--- src/rtl/seq_mult_pkg.sv ---
// Shared types and helpers for the seq_mult_hs shift-add multiplier.
// Optional build macro used by the top: SEQ_MULT_EARLY_TERM_EN.
package seq_mult_pkg;

  typedef enum logic [1:0] {
    IDLE = 2'd0,
    CALC = 2'd1,
    DONE = 2'd2
  } state_e;

  // Bit-counter width able to hold the value WIDTH.
  function automatic int cnt_width(input int width);
    return $clog2(width + 1);
  endfunction

  // Two's-complement negate when neg is set; callers size-cast the result.
  function automatic logic [31:0] cond_neg(input logic [31:0] val, input logic neg);
    return neg ? (~val + 32'd1) : val;
  endfunction

endpackage

--- src/rtl/seq_mult_abs.sv ---
// Operand magnitude former: WIDTH-bit value plus signed flag in,
// WIDTH+1-bit magnitude (room for -2^(WIDTH-1)) and sign bit out.
module seq_mult_abs
  import seq_mult_pkg::*;
#(
  parameter int WIDTH = 4
) (
  input  logic [WIDTH-1:0] i_val,
  input  logic             i_signed,
  output logic [WIDTH:0]   o_mag,
  output logic             o_neg
);

  logic [WIDTH:0] w_ext;

  always_comb begin
    o_neg = i_signed & i_val[WIDTH-1];
    w_ext = {o_neg, i_val};
    o_mag = (WIDTH+1)'(cond_neg(32'(w_ext), o_neg));
  end

endmodule

--- src/rtl/seq_mult_hs.sv ---
// Sequential shift-add multiplier with valid/ready handshakes on both sides.
// Build macro SEQ_MULT_EARLY_TERM_EN: leave CALC as soon as the multiplier runs out of set bits.
module seq_mult_hs
  import seq_mult_pkg::*;
#(
  parameter int WIDTH = 4
) (
  input  logic                 clk,
  input  logic                 rst_n,
  input  logic                 in_valid,
  output logic                 in_ready,
  input  logic [WIDTH-1:0]     a,
  input  logic [WIDTH-1:0]     b,
  input  logic                 signed_mode,
  output logic                 out_valid,
  input  logic                 out_ready,
  output logic [2*WIDTH-1:0]   product,
  output logic                 busy
);

  localparam int CNT_W = cnt_width(WIDTH);
  localparam int PW    = 2 * WIDTH;

  state_e           r_state;
  state_e           w_state_nxt;
  logic [PW-1:0]    r_acc;
  logic [PW-1:0]    r_mcand;
  logic [WIDTH:0]   r_mplier;
  logic [CNT_W-1:0] r_cnt;
  logic             r_neg;
  logic [PW-1:0]    r_product;

  logic [WIDTH:0]   w_mag_a;
  logic [WIDTH:0]   w_mag_b;
  logic             w_sgn_a;
  logic             w_sgn_b;
  logic             w_accept;
  logic             w_last;
  logic [PW-1:0]    w_acc_nxt;
  logic [WIDTH:0]   w_mplier_shr;
  logic [CNT_W-1:0] w_cnt_nxt;
  logic [PW-1:0]    w_prod_nxt;

  seq_mult_abs #(.WIDTH(WIDTH)) u_abs_a (
    .i_val    (a),
    .i_signed (signed_mode),
    .o_mag    (w_mag_a),
    .o_neg    (w_sgn_a)
  );

  seq_mult_abs #(.WIDTH(WIDTH)) u_abs_b (
    .i_val    (b),
    .i_signed (signed_mode),
    .o_mag    (w_mag_b),
    .o_neg    (w_sgn_b)
  );

  always_comb begin
    w_acc_nxt    = r_mplier[0] ? (r_acc + r_mcand) : r_acc;
    w_mplier_shr = r_mplier >> 1;
    w_cnt_nxt    = r_cnt - 1'b1;
    w_prod_nxt   = PW'(cond_neg(32'(w_acc_nxt), r_neg));
`ifdef SEQ_MULT_EARLY_TERM_EN
    w_last       = (w_cnt_nxt == '0) || (w_mplier_shr == '0);
`else
    w_last       = (w_cnt_nxt == '0);
`endif
  end

  // Handshake outputs decode from state only, so out_ready never reaches in_ready.
  always_comb begin
    w_state_nxt = r_state;
    in_ready    = 1'b0;
    out_valid   = 1'b0;
    busy        = 1'b0;
    w_accept    = 1'b0;
    case (r_state)
      IDLE: begin
        in_ready = 1'b1;
        if (in_valid) begin
          w_accept    = 1'b1;
          w_state_nxt = CALC;
        end
      end
      CALC: begin
        busy = 1'b1;
        if (w_last) w_state_nxt = DONE;
      end
      DONE: begin
        busy      = 1'b1;
        out_valid = 1'b1;
        if (out_ready) w_state_nxt = IDLE;
      end
      default: w_state_nxt = IDLE;
    endcase
  end

  always_ff @(posedge clk) begin
    if (!rst_n) r_state <= IDLE;
    else        r_state <= w_state_nxt;
  end

  always_ff @(posedge clk) begin
    if (!rst_n) begin
      r_acc     <= '0;
      r_mcand   <= '0;
      r_mplier  <= '0;
      r_cnt     <= '0;
      r_neg     <= 1'b0;
      r_product <= '0;
    end else if (w_accept) begin
      r_acc     <= '0;
      r_mcand   <= {{(PW-WIDTH-1){1'b0}}, w_mag_a};
      r_mplier  <= w_mag_b;
      r_cnt     <= CNT_W'(WIDTH);
      r_neg     <= w_sgn_a ^ w_sgn_b;
    end else if (r_state == CALC) begin
      r_acc     <= w_acc_nxt;
      r_mcand   <= r_mcand << 1;
      r_mplier  <= w_mplier_shr;
      r_cnt     <= w_cnt_nxt;
      if (w_last) r_product <= w_prod_nxt;
    end
  end

  assign product = r_product;

endmodule
--- config.mk ---
export PLATFORM = sky130hd
export DESIGN_NAME = seq_mult_hs
export DESIGN_NICKNAME = d
export VERILOG_FILES = /design/src/rtl/seq_mult_pkg.sv /design/src/rtl/seq_mult_abs.sv /design/src/rtl/seq_mult_hs.sv
export SDC_FILE = /design/constraint.sdc
export NUM_CORES = 1
export LEC_CHECK = 0
export BUFFER_PORTS_ARGS = -buffer_cell sky130_fd_sc_hd__buf_2
export CAP_MARGIN = 15
export CORE_ASPECT_RATIO = 0.5
export CORE_MARGIN = 5
export CORE_UTILIZATION = 45
export DETAILED_ROUTE_END_ITERATION = 10
export MAX_ROUTING_LAYER = met4
export SLEW_MARGIN = 20
export SYNTH_ARGS = -nofsm -noshare
export SYNTH_HDL_FRONTEND = slang
export SYNTH_SLANG_ARGS = --single-unit
--- constraint.sdc ---
create_clock -name clk -period 3.1 [get_ports clk]
set_input_delay 0.31 -clock clk [delete_from_list [all_inputs] [get_ports clk]]
set_output_delay 0.31 -clock clk [all_outputs]
set_load 0.005 [all_outputs]
; After elaboration in Yosys (flattened, before gate mapping)
; Cells that the tools add are included.
[classes]
addsub = 5
eq_ne = 5
mux = 19
bitwise_logic = 8
reduce_logical = 7
[op_table]
columns = cell, n
row1 = two-way mux 5 bit, 6
row2 = two-way mux 8 bit, 2
row3 = "adder 5 x 1 -> 5 bit, second input constant", 2
row4 = inverter 5 bit, 2
row5 = "adder 8 x 1 -> 8 bit, second input constant", 1
row6 = adder 8 bit, 1
row7 = inverter 8 bit, 1
row8 = two-way mux 2 bit, 3
row9 = two-way mux 3 bit, 2
row10 = "inequality test 2 bit, second input constant", 3
row11 = case mux 2 bit (3 select lines), 1
row12 = AND reduction 3 bit, 2
row13 = two-way mux 1 bit, 5
row14 = OR reduction 2 bit, 2
row15 = zero test 3 bit, 1
row16 = "subtractor 3 x 1 -> 3 bit, second input constant", 1
row17 = bitwise AND 1 bit, 2
row18 = "== test 2 x 1 -> 1 bit, second input constant", 1
row19 = "== test 2 bit, second input constant", 1
row20 = zero test 2 bit, 1
row21 = inverter 1 bit, 2
row22 = nonzero test 2 bit, 1
row23 = XOR 1 bit, 1
[totals]
register_bits = 35
inputBits = 13
out_inout_bits = 11
wordCells = 53

; Longest topological paths before layout
[depth]
depth_word = 5
ltp_mapped = 9
depth_no_buf = 9

; Cells and area by module
; A second synthesis with hierarchy kept.
[unflattened]
hier_cells = 269
hier_area_um2 = 2237.1
[modules_own_cells]
columns = mod, n_inst, cells_per_inst, area_each_um2, seq_area_each_um2
row1 = seq_mult_hs, 1, 243, 2067.0, 700.7
row2 = seq_mult_abs, 2, 13, 85.1, 0.0

; Worst setup path after synthesis
; No wires, ideal clock.
[synth_path]
path_kind = reg2reg
from = register r_acc[0]
to = register r_product[7] (netlist: product[7])
setup_time_ns = 0.064
t_arrival_ns = 2.306
required_ns = 3.036
slack_ns = 0.730
path_stages_with_launch = 9
path_buffers = 0
period_less_slack_ns = 2.370
cell_sequence = dfxtp_1 > ha_1 > fa_1 > a211oi_1 > nor2_1 > o31ai_2 > nor3_1 > a2111o_1 > nand4_1
[synth_between]
elab_chain_cells = 5
[synth_rtl]
columns = element, line_no
row1 = from (decl), seq_mult_hs.sv:26  ; logic [PW-1:0] r_acc;
row2 = from (signal assigned), seq_mult_hs.sv:118  ; r_acc <= w_acc_nxt;
row3 = adder 8 bit, seq_mult_hs.sv:59  ; w_acc_nxt = r_mplier[0] ? (r_acc + r_mcand) : r_acc;
row4 = two-way mux 8 bit (*), seq_mult_hs.sv:59
row5 = inverter 8 bit, seq_mult_pkg.sv:18  ; return neg ? (~val + 32'd1) : val;
row6 = adder 8 x 1 -> 8 bit, seq_mult_pkg.sv:18
row7 = two-way mux 8 bit (*), seq_mult_pkg.sv:18
row8 = to (signal assigned), seq_mult_hs.sv:122  ; if (w_last) r_product <= w_prod_nxt;
row9 = to (decl), seq_mult_hs.sv:31  ; logic [PW-1:0] r_product;
; Every way passes the cells marked *; elsewhere a longest branch is shown, timed or not.
; A chain may end at the register's enable or synchronous reset.

; Worst setup path after layout
; Same ends and word-level chain as after synthesis.

==> reports/summary.txt <==
RSZ-0062 raised after global routing - false
Worst R2R End - product[7]$_SDFFE_PN0P_
Comb pwr share - 27.1%
Hold Crit Depth - 2
placed instance count - 342
Initial Utilization - 45.61%
DRC errors left - 0
FP Rows - 18
die width - 108.8 um
GPL Wtd Cong - 0.8334
Sw Share - 32.71%
synth warn - 0
LEAKAGE - 1.067 nW
R2R Path Start - r_acc[0]$_SDFFE_PP0P_
P&R area growth vs syn - 12.24%
cts repair resizes - 0
clk_skew - 0.003549 ns
startpoint class of the critical path - flop
Critical Path RT - 3.33 ns
die height - 59.43 um
final-report max-slew violation count - 0
Root Buffer - clkbuf_8
GRT Residual Overflow - 0
max-cap check violation count - 0
Min-Delay Endpoint - r_mplier[0]$_SDFFE_PN0P_
CTS sink cnt - 35
GR Util All Layers - 16.49%
vias per std cell - 5.326
mapped cell area - 2198 sq um
class of the worst hold path - in -> reg
Clk Latency, worst-skew pair - 0.29 ns
Final period util - 83.73%
drt wl/cell - 13.63 um
number of DRC markers in iteration 0 - 71
H-tree Lvls - 2
CTS clock-pin slew for the worst setup and hold paths - 0.07 ns
R2R depth - 8
CP max FO - 5
Detail Placement HPWL - 3.600 mm
top post-synthesis cells by area - dfxtp_1 (32%), ha_1 (8.5%), mux2i_1 (7.3%)
Crit Path Class - reg -> reg
outcome - completed
P_int - 822.2 uW
setup ws final - 0.5044 ns
crit end category - flop
input/output buffers - 23
final net count - 308
reg2reg setup slack - 0.50 ns
overall power - 1.222 mW
final setup fails - 0
first-pass GRT wire length - 8.155 mm
TritonCTS Buffers - 5
post-route ant nets - 0
Max Buffers Root-to-Sink - 2
Slew headroom - 60.28%
io pins - 24
area leader, netlist - dfxtp_1
#FFs+latches synth - 35
Worst-Margin Slew - 0.5958 ns
first-pass detailed-route iteration total - 4
sequential share of power - 42.2%
fmax - 385.3 MHz
CTS tree - yes
VDD IR max - 0.0002560 V
syn_area_per_cell - 8.455 sq um
DIE AREA - 6468 sq um
Mapped Cells - 260
Yosys top cell area share - 31.87%
CTS Hold Bufs - 0
sequential area share after synthesis - 31.87%
vias post-DR - 1,864
post-synth cell types - 47
Pwr Density - 495.2 nW/um^2
vias in the first global route - 1,796
share of cells above drive strength 1 - 13.57%
# diodes - 0
Final Hold Fails - 0
largest net degree at the start of global routing - 27
antenna violations before repair - 0
switching power - 399.6 uW
total wire length - 4.770 mm
Setup WS pre-CTS - 0.5314 ns
fin cells - 350
worst hold path startpoint - b[0]
Final Critical Period - 2.596 ns
Clock power frac - 30.7%
Post-CTS Setup Inserts - 0
Net Count, Synth - 289
Core ar. - 4820 sq um
Critical path origin - r_acc[0]$_SDFFE_PP0P_
TNS Setup - 0 ns
Arrival @ worst endpoint - 2.83 ns
how the worst max path moves through the flow:
stage	to	slack [ns]	cells after the start
finish	product[7]$_SDFFE_PN0P_	0.50	8
global route	product[7]$_SDFFE_PN0P_	0.30	8
CTS	product[7]$_SDFFE_PN0P_	0.50	8
detailed placement	product[7]$_SDFFE_PN0P_	0.53	8
global placement	product[7]$_SDFFE_PN0P_	0.60	8
floorplan	product[7]$_SDFFE_PN0P_	0.73	8
area by class of cell:
| class | count | area, sq um |
|---|---|---|
| multi-input cells | 201 | 1404 |
| fillers | 495 | 2352 |
| well taps | 70 | 87.58 |
| clock inverters | 1 | 7.507 |
| inverters | 11 | 41.29 |
| repair buffers | 25 | 130.1 |
| flip-flops and latches | 35 | 700.7 |
| clock buffers | 7 | 96.34 |
synthesized netlist by cell type (all sizes together):
master / number
dfxtp: 35
nand2: 28
nor2: 20
mux2i: 16
ha: 15
o21ai: 14
nand3: 13
inv: 11
a211oi: 9
and2: 9
clkbuf: 7
and3: 6
buf: 6
xnor2: 6
a21boi: 5
a21oi: 5
nor3: 5
o31ai: 5
xor2: 4
nand3b: 3
nor2b: 3
o211a: 3
o211ai: 3
o21a: 3
a211o: 2
nand2b: 2
nor3b: 2
nor4bb: 2
o2111ai: 2
o311a: 2
or2: 2
or3: 2
a2111o: 1
a21o: 1
a221o: 1
a2bb2oi: 1
a31o: 1
fa: 1
nand4: 1
o221a: 1
o22ai: 1
o41ai: 1
routing by layer:
metal  track usage, %  vias up  part of all wire [%]
met2            26.16       28                    44
li1                 -      971                     -
met3            3.591        6                   3.1
met5                -        -                     0
met4            5.396        0                   1.0
met1            21.09      859                    52
cell families (layout without fill, tap and decap cells):
kind of cell | count (synthesis) | after routing | synth area share [%]
AND/OR/NAND/NOR | 98 | 98 | 22.03
AO/OA/AOI/OAI | 61 | 61 | 21.12
flip-flops | 35 | 35 | 31.87
buffers and inverters | 24 | 44 | 4.269
adder cells (fa/ha/maj) | 16 | 16 | 9.448
multiplexers | 16 | 16 | 7.285
XOR/XNOR | 10 | 10 | 3.984
registers in the layout, indices dropped and copies added, names as in the netlist:
name      count
r_state       2
r_mcand       8
r_neg         1
product       8
r_acc         8
r_cnt         3
r_mplier      5
metrics by stage:
step                util, %  area (sq um)  hold WS [ns]
floorplan                 -          2198        0.4532
global placement      49.04          2364        0.4469
detailed placement    49.04          2364        0.4541
CTS                   51.19          2467        0.3010
global route          51.19          2467        0.3037
finish                51.19          2467        0.3135
power by group through the flow:
stage | sequential, mW | combinational [mW] | clock (mW)
6_report | 0.516 | 0.331 | 0.376
5_1_grt | 0.520 | 0.376 | 0.403
4_1_cts | 0.516 | 0.334 | 0.383
2_1_floorplan | 0.511 | 0.264 | 0
3_3_place_gp | 0.524 | 0.323 | 0
3_5_place_dp | 0.526 | 0.331 | 0
cell usage in the layout, fill, tap and decap left out, types with 3 or more instances in the layout:
cell type and instances:
dfxtp_1 35, nand3b_1 3, o21a_1 3, inv_1 10, and3_1 6, o211a_1 3, ha_1 15, clkbuf_8 7
nor3_1 5, a211oi_1 9, and2_1 9, xor2_1 4, xnor2_1 6, a21oi_1 5, nand2_1 28, a21boi_0 4
o31ai_1 4, o211ai_1 3, nand3_1 13, mux2i_1 16, nor2_1 20, nor2b_1 3, buf_2 23, o21ai_0 13
worst max-delay path, stage by stage, from the launching register on:
cell and delay (ns):
dfxtp_1 0.33, ha_1 0.24, fa_1 0.44, a211oi_1 0.30, nor2_1 0.12, o31ai_2 0.50
nor3_1 0.15, a2111o_1 0.38, nand4_1 0.09
Note: power is estimated with default switching activity, not from simulation.
